### config.mk
export PLATFORM = sky130hd
export DESIGN_NAME = pll_reset_sequencer
export DESIGN_NICKNAME = d
export VERILOG_FILES = /design/src/rtl/pll_reset_sequencer_pkg.sv /design/src/rtl/pll_reset_sequencer_sync_bit.sv /design/src/rtl/pll_reset_sequencer.sv
export SDC_FILE = /design/constraint.sdc
export NUM_CORES = 1
export LEC_CHECK = 0
export ABC_AREA = 1
export ABC_CLOCK_PERIOD_IN_PS = 1500
export CAP_MARGIN = 20
export CORE_MARGIN = 2
export CORE_UTILIZATION = 55
export CTS_CLUSTER_DIAMETER = 40
export CTS_CLUSTER_SIZE = 25
export DETAILED_ROUTE_END_ITERATION = 10
export DONT_BUFFER_PORTS = 1
export PLACE_DENSITY = 0.73
export SLEW_MARGIN = 20
export SYNTH_ARGS = -nofsm -noshare
export SYNTH_HDL_FRONTEND = slang
export SYNTH_HIERARCHICAL = 1
export SYNTH_SLANG_ARGS = --single-unit
export TNS_END_PERCENT = 100
### constraint.sdc
create_clock -name CLK -period 1.5 [get_ports CLK]
set_input_delay 0.225 -clock CLK [delete_from_list [all_inputs] [get_ports CLK]]
set_output_delay 0.225 -clock CLK [all_outputs]
set_load 0.01 [all_outputs]
### src/rtl/pll_reset_sequencer_pkg.sv
// Shared types and defaults for the PLL reset sequencer and its synchroniser.
package pll_reset_sequencer_pkg;

  typedef enum logic [1:0] {
    ST_WAIT_LOCK = 2'd0,
    ST_HOLD      = 2'd1,
    ST_RELEASE   = 2'd2,
    ST_RUN       = 2'd3
  } pll_state_e;

  localparam int unsigned SYNC_STAGES_DEFAULT = 2;
  localparam int unsigned LOCK_HOLD_DEFAULT   = 1024;
  localparam int unsigned STAGE_GAP_DEFAULT   = 16;
  localparam int unsigned LOSS_CNT_W_DEFAULT  = 16;

  // States in which the core is out of reset; a lock drop here is a real loss.
  function automatic logic is_released(input pll_state_e s);
    return (s == ST_RELEASE) || (s == ST_RUN);
  endfunction

endpackage

### src/rtl/pll_reset_sequencer_sync_bit.sv
// sync_bit: parameterised-depth single-bit synchroniser for asynchronous flags.
module sync_bit #(
  parameter int unsigned STAGES = 2
) (
  input  logic i_clk,
  input  logic i_rst,
  input  logic i_d,
  output logic o_q
);

  (* ASYNC_REG = "TRUE" *) logic [STAGES-1:0] r_sync;

  always_ff @(posedge i_clk) begin
    if (i_rst) begin
      r_sync <= '0;
    end else begin
      r_sync <= {r_sync[STAGES-2:0], i_d};
    end
  end

  assign o_q = r_sync[STAGES-1];

endmodule

### src/rtl/pll_reset_sequencer.sv
// Staged reset release after stable PLL lock, with lock-loss detection.
// Optional loss counter enabled by defining PLL_RESET_LOSS_COUNTER_EN.
module pll_reset_sequencer
  import pll_reset_sequencer_pkg::*;
#(
  parameter int unsigned SYNC_STAGES = SYNC_STAGES_DEFAULT,
  parameter int unsigned LOCK_HOLD   = LOCK_HOLD_DEFAULT,
  parameter int unsigned STAGE_GAP   = STAGE_GAP_DEFAULT,
  parameter int unsigned LOSS_CNT_W  = LOSS_CNT_W_DEFAULT
) (
  input  logic                  CLK,
  input  logic                  RESET,
  input  logic                  PLL_LOCKED,
  input  logic                  SW_RESET,
  output logic                  RST_CORE,
  output logic                  RST_READOUT,
  output logic                  READY,
  output logic [1:0]            STATE,
  output logic [LOSS_CNT_W-1:0] LOSS_COUNT,
  output logic                  LOSS_PULSE
);

  localparam int unsigned HOLD_W = $clog2(LOCK_HOLD);
  localparam int unsigned GAP_W  = $clog2(STAGE_GAP + 1);

  logic              w_locked_s;
  pll_state_e        r_state;
  logic [HOLD_W-1:0] r_hold_cnt;
  logic [GAP_W-1:0]  r_gap_cnt;
  logic              r_rst_core;
  logic              r_rst_readout;
  logic              r_ready;

  sync_bit #(
    .STAGES (SYNC_STAGES)
  ) u_lock_sync (
    .i_clk (CLK),
    .i_rst (RESET),
    .i_d   (PLL_LOCKED),
    .o_q   (w_locked_s)
  );

  // Sequencing FSM; reset outputs only go low on entry to RELEASE/RUN.
  always_ff @(posedge CLK) begin
    if (RESET) begin
      r_state       <= ST_WAIT_LOCK;
      r_hold_cnt    <= '0;
      r_gap_cnt     <= '0;
      r_rst_core    <= 1'b1;
      r_rst_readout <= 1'b1;
      r_ready       <= 1'b0;
    end else begin
      case (r_state)
        ST_WAIT_LOCK: begin
          r_rst_core    <= 1'b1;
          r_rst_readout <= 1'b1;
          r_ready       <= 1'b0;
          if (w_locked_s) begin
            r_state    <= ST_HOLD;
            r_hold_cnt <= '0;
          end
        end

        ST_HOLD: begin
          r_rst_core    <= 1'b1;
          r_rst_readout <= 1'b1;
          r_ready       <= 1'b0;
          if (!w_locked_s) begin
            r_state <= ST_WAIT_LOCK;
          end else if (SW_RESET) begin
            r_hold_cnt <= '0;
          end else if (r_hold_cnt == HOLD_W'(LOCK_HOLD - 1)) begin
            r_state    <= ST_RELEASE;
            r_gap_cnt  <= '0;
            r_rst_core <= 1'b0;
          end else begin
            r_hold_cnt <= r_hold_cnt + HOLD_W'(1);
          end
        end

        ST_RELEASE: begin
          if (!w_locked_s) begin
            r_state       <= ST_WAIT_LOCK;
            r_rst_core    <= 1'b1;
            r_rst_readout <= 1'b1;
          end else if (SW_RESET) begin
            r_state       <= ST_HOLD;
            r_hold_cnt    <= '0;
            r_rst_core    <= 1'b1;
            r_rst_readout <= 1'b1;
          end else if (r_gap_cnt == GAP_W'(STAGE_GAP - 1)) begin
            r_state       <= ST_RUN;
            r_rst_readout <= 1'b0;
            r_ready       <= 1'b1;
          end else begin
            r_gap_cnt <= r_gap_cnt + GAP_W'(1);
          end
        end

        ST_RUN: begin
          if (!w_locked_s) begin
            r_state       <= ST_WAIT_LOCK;
            r_rst_core    <= 1'b1;
            r_rst_readout <= 1'b1;
            r_ready       <= 1'b0;
          end else if (SW_RESET) begin
            r_state       <= ST_HOLD;
            r_hold_cnt    <= '0;
            r_rst_core    <= 1'b1;
            r_rst_readout <= 1'b1;
            r_ready       <= 1'b0;
          end
        end

        default: begin
          r_state       <= ST_WAIT_LOCK;
          r_rst_core    <= 1'b1;
          r_rst_readout <= 1'b1;
          r_ready       <= 1'b0;
        end
      endcase
    end
  end

`ifdef PLL_RESET_LOSS_COUNTER_EN
  logic                  w_lock_lost;
  logic [LOSS_CNT_W-1:0] r_loss_count;
  logic                  r_loss_pulse;

  // A loss is a lock drop seen while released; it overrides any SW_RESET.
  assign w_lock_lost = is_released(r_state) && !w_locked_s;

  always_ff @(posedge CLK) begin
    if (RESET) begin
      r_loss_count <= '0;
      r_loss_pulse <= 1'b0;
    end else begin
      r_loss_pulse <= w_lock_lost;
      if (w_lock_lost && !(&r_loss_count)) begin
        r_loss_count <= r_loss_count + LOSS_CNT_W'(1);
      end
    end
  end

  assign LOSS_COUNT = r_loss_count;
  assign LOSS_PULSE = r_loss_pulse;
`else
  assign LOSS_COUNT = '0;
  assign LOSS_PULSE = 1'b0;
`endif

  assign RST_CORE    = r_rst_core;
  assign RST_READOUT = r_rst_readout;
  assign READY       = r_ready;
  assign STATE       = 2'(r_state);

endmodule

# Word level (Yosys, flattened, before mapping)
# Cells that the tools add are included.
# word_totals
register_bits,22
latchBits,0
mem_bits_rw,0
rom_bits,0
input_bits,4
word_cells,79
memories,0
# op_classes
addsub,2
multipliers,0
div,0
magnitude_cmp,0
eq_ne,21
shifts,0
n_mux,40
n_bitwise,0
n_reduce_logical,9
# ops
operator,count
10-bit 2-to-1 mux,6
5-bit 2-to-1 mux,6
10-bit one-hot mux with 3 select lines,1
2-bit 2-to-1 mux,9
"3-bit != test, second input constant",5
1-bit 2-to-1 mux,13
"10-bit by 1-bit adder with 10-bit output, second input constant",1
"10-bit equality test, second input constant",1
"2-bit by 1-bit != test with 1-bit output, second input constant",5
"2-bit != test, second input constant",5
5-bit one-hot mux with 2 select lines,1
5-bit AND reduction,2
1-bit one-hot mux with 3 select lines,3
2-bit one-hot mux with 4 select lines,1
7-bit AND reduction,1
"5-bit by 1-bit adder with 5-bit output, second input constant",1
"5-bit by 4-bit equality test with 1-bit output, second input constant",1
"2-bit equality test, second input constant",2
"4-bit != test, second input constant",1
4-bit AND reduction,1
2-bit OR reduction,2
"2-bit by 1-bit equality test with 1-bit output, second input constant",1
2-bit zero test,1
2-bit AND reduction,1
2-bit nonzero test,1

# Depth between registers and ports, before layout
# logic_depth
depth_word,5
depth_mapped,10
depth_no_buf,10

# By module
# The synthesis kept the hierarchy.
# modules_own_cells
mod,instances,cells_per_inst,area_each_um2,seq_area_each_um2
pll_reset_sequencer,1,204,1347.5,400.4
sync_bit,1,6,55.1,40.0

# Worst setup path before layout
# Ideal clock, no wire load.
# synth_path
path_kind,register -> register
startpoint,register r_gap_cnt[0]
endpoint,register r_gap_cnt[0]
setup_time_ns,0.070
t_arrival_ns,1.363
t_required_ns,1.430
slack_ns,0.067
stages_incl_launch_ff,9
path_buffers,0
period_less_slack_ns,1.433
cell_sequence,dfxtp_1 ha_1 nand2_1 nor2_1 ha_1 nor2_1 nand2_2 or2_0 a21oi_1
# synth_via
elab_chain_len,5
word_cells_on_any_way,8
classes_between,add/sub: 1; eq/ne: 2; mux: 4; reduce/logical: 1
# synth_lines
item,line,rtl
"start, declared",pll_reset_sequencer.sv:29,logic [GAP_W-1:0] r_gap_cnt;
"start signal, assigned",pll_reset_sequencer.sv:96,r_gap_cnt <= r_gap_cnt + GAP_W'(1);
5-bit by 1-bit adder with 5-bit output,pll_reset_sequencer.sv:96,
5-bit 2-to-1 mux,pll_reset_sequencer.sv:91,end else if (r_gap_cnt == GAP_W'(STAGE_GAP - 1)) begin
5-bit 2-to-1 mux,pll_reset_sequencer.sv:86,end else if (SW_RESET) begin
5-bit 2-to-1 mux,pll_reset_sequencer.sv:82,if (!w_locked_s) begin
5-bit one-hot mux with 2 select lines,pll_reset_sequencer.sv:53,case (r_state)
# Several ways; a longest one is shown, not always the timed one. The select of a mux whose other input is x is not followed.
# A chain may end at the register's enable or synchronous reset.

# Final worst setup path
# layout_path
startpoint,register r_gap_cnt[1]
endpoint,register r_gap_cnt[0]
# layout_via
elab_chain_len,3
# layout_lines
item,line
5-bit by 4-bit equality test with 1-bit output,pll_reset_sequencer.sv:91
2-bit != test (no line),--
7-bit AND reduction (no line),--
# Every way passes these cells.

==> results.json <==
{
  "finalHoldViolCount": 0,
  "coreArea_um2": 2450,
  "drt-total-wl_um": 3260,
  "crit_chain": "ha_4 -> nand2_2 -> nor2_2 -> ha_2 -> nor2_4 -> nand2_4 -> or2_0 -> a21oi_1",
  "path_max_fanout": 8,
  "ys_types": 26,
  "syn_inst": 210,
  "start_util_pct": 57.1,
  "antenna_found_initial": 0,
  "drc_errors": 0,
  "stdcell_area_um2": 1690,
  "yosysTopAreaCell": "dfxtp_1",
  "clkTransAtPathRegs_ns": 0.13,
  "min_from": "SW_RESET",
  "syn-cell-area_um2": 1400,
  "finalSetupViolCount": 0,
  "drv_cap": 0,
  "synth.ff_latch_count": 22,
  "postSynthAreaPerCell_um2": 6.68,
  "maxSlewViolCount": 0,
  "whs_endpoint": "STATE[1]",
  "nNetsFinal": 237,
  "num_rows": 18,
  "syn2layout_area_growth_pct": 20.5,
  "yosysSeqAreaShare_pct": 31.4,
  "crit_path_end_kind": "register",
  "whs_path_depth": 3,
  "powerDensity_nw_per_um2": 730,
  "ys_warn_count": 6,
  "dieHeight_um": 54.5,
  "cts_buffers": 3,
  "worstReg2RegEnd": "r_gap_cnt[0]",
  "instances_no_fill": 259,
  "diodes": 0,
  "reg2reg_slack_ns": 0.06,
  "p_total_mw": 1.23,
  "seq_area_um2": 452,
  "power_leakage_nw": 0.739,
  "overflow": 0,
  "finalCriticalPeriod_ns": 1.44,
  "r2r_start": "r_gap_cnt[1]",
  "multiInputGateArea_um2": 895,
  "cts_buffer_depth": 2,
  "grt_pass1_wl_um": 4730,
  "finClkSkew_ns": 0.0175,
  "worstPathRequired_ns": 1.74,
  "fmax_ghz": 0.693,
  "final.fill_count": 211,
  "final_layout_size_suffix_gt1_share_pct": 24.0,
  "min_path_type": "primary input to register",
  "final_antenna_net_count": 0,
  "post_drt_wl_per_cell_um": 12.6,
  "postPlaceCellArea_um2": 1410,
  "grtUsageTotal_pct": 21.6,
  "start_kind": "register",
  "first_pass_iters": 4,
  "cts_tree": "done",
  "ir_drop_v": 0.000757,
  "status": "completed",
  "via_count": 1345,
  "synth_top_area_share_pct": 31.4,
  "htree_levels": 1,
  "reg2regPathDepth": 8,
  "rsz0062_at_grt": "true",
  "ios": 26,
  "grt_start_max_net_pins": 16,
  "yosys-top-cells-area": "dfxtp_1 (31%), nand2_1 (12%), buf_4 (9.6%)",
  "place_congestion": 0.801,
  "die_w_um": 54.5,
  "mostFrequentLayoutCell": "nand2_1",
  "first_global_vias": 1166,
  "cts_root_buf": "clkbuf_4",
  "clock-sinks": 22,
  "dp.final_hpwl_um": 2090,
  "die-area_um2": 2970,
  "crit_slowest_cell": "dfxtp_4",
  "drtIter0Drc": 33,
  "port_buffers": 0,
  "fin_crit_sh_pct": 96.2,
  "criticalPathCategory": "register to register",
  "max_stage_delay_ns": 0.38,
  "via_per_inst": 5.19,
  "dp.cells": 245,
  "clk_latency_ns": 0.32,
  "final_cell_mix": "nand2_1 (41), nand3_1 (24), inv_1 (23)",
  "cp.arrival_ns": 1.68
}
## cell usage after synthesis
| library cell | instances |
|---|---|
| nand3_2 | 2 |
| or2_0 | 1 |
| dfxtp_1 | 22 |
| or2_2 | 1 |
| a21oi_1 | 14 |
| clkbuf_1 | 1 |
| a31oi_1 | 1 |
| nor2_1 | 25 |
| a22oi_1 | 1 |
| o21ai_4 | 1 |
| buf_6 | 2 |
| nand4_1 | 3 |
| nand2_2 | 6 |
| nor3_1 | 1 |
| inv_1 | 24 |
| nand2_1 | 44 |
| ha_1 | 3 |
| nor2_2 | 5 |
| o21ai_0 | 6 |
| conb_1 | 1 |
| o211ai_1 | 1 |
| nand3_1 | 24 |
| buf_4 | 18 |
| a211oi_1 | 1 |
| nand2_4 | 1 |
| xor2_1 | 1 |
## registers in the layout, indices dropped and copies added (netlist names)
| signal | flops |
|---|---|
| READY | 1 |
| RST_CORE | 1 |
| RST_READOUT | 1 |
| STATE | 2 |
| r_gap_cnt | 5 |
| r_hold_cnt | 10 |
| u_lock_sync/r_sync | 2 |
## how the worst max path moves through the flow
stage,startpoint,end,slack [ns],cells past startpoint
final,r_gap_cnt[1],r_gap_cnt[0],0.06,8
after global routing,r_hold_cnt[5],r_gap_cnt[3],-0.04,8
after CTS,r_gap_cnt[0],r_gap_cnt[0],0.006,8
after detailed placement,r_gap_cnt[0],r_gap_cnt[0],-0.06,8
after global placement,r_gap_cnt[0],r_gap_cnt[0],0.04,8
after floorplan,r_gap_cnt[0],r_gap_cnt[0],0.07,8
## kinds of logic after synthesis
logic type	after synthesis	synth area share, %
DFF	22	31.4
xor gates and xnor gates	1	0.625
adders and majority gates	3	2.68
AOI/OAI and AO/OA	25	10.3
buffers and inverters	45	17.9
other	1	0.267
and+or+nand+nor	113	36.8
## critical path, delay by kind of cell, from the launching register on
kind | cells | cell delay (ns)
compound gates | 1 | 0.12
fa+ha+maj | 2 | 0.36
flops | 1 | 0.38
simple gates | 5 | 0.52
## layout make-up
cell class                 instances  share of cell area [%]
clock buffer                       3                    1.33
multi-input combinational        160                    52.9
tap                               30                    2.22
inverter                          24                    5.33
clock inverter                     1                    1.78
timing repair buffer              19                    9.70
sequential                        22                    26.7
## layer usage
| layer | up-vias | wire [um] | track usage [%] |
|---|---|---|---|
| met4 | 0 | 42 | 6.67 |
| met1 | 619 | 1350 | 23.8 |
| met3 | 6 | 131 | 3.01 |
| li1 | 680 | - | - |
| met5 | - | 0 | 0 |
| met2 | 40 | 1730 | 42.0 |
## repair_timing
item	in CTS	in global routing
hold buffers	2	0
gates cloned	0	1
resized for setup	5	30
pin swaps	4	10
endpoints found under the hold margin	11	0
setup buffers	6	1
endpoints found under the setup margin	5	19
## where the power goes
group,internal [mW],switching [mW],total (mW)
Clock,0.271,0.190,0.460
Combinational,0.0584,0.0959,0.154
Sequential,0.600,0.0182,0.618
Total,0.929,0.304,1.23
## per-stage QoR
step                setup TNS, ns  hold WS [ns]  utilization (%)  worst slack, ns
CTS                             0         0.139             62.9          0.00596
global placement                0         0.296             57.6           0.0357
global route               -0.141         0.148             68.9          -0.0400
detailed placement        -0.0741         0.299             57.6          -0.0554
finish                          0         0.118             68.9           0.0577
floorplan                       0         0.296                -           0.0665
(Power assumes the default switching activity.)
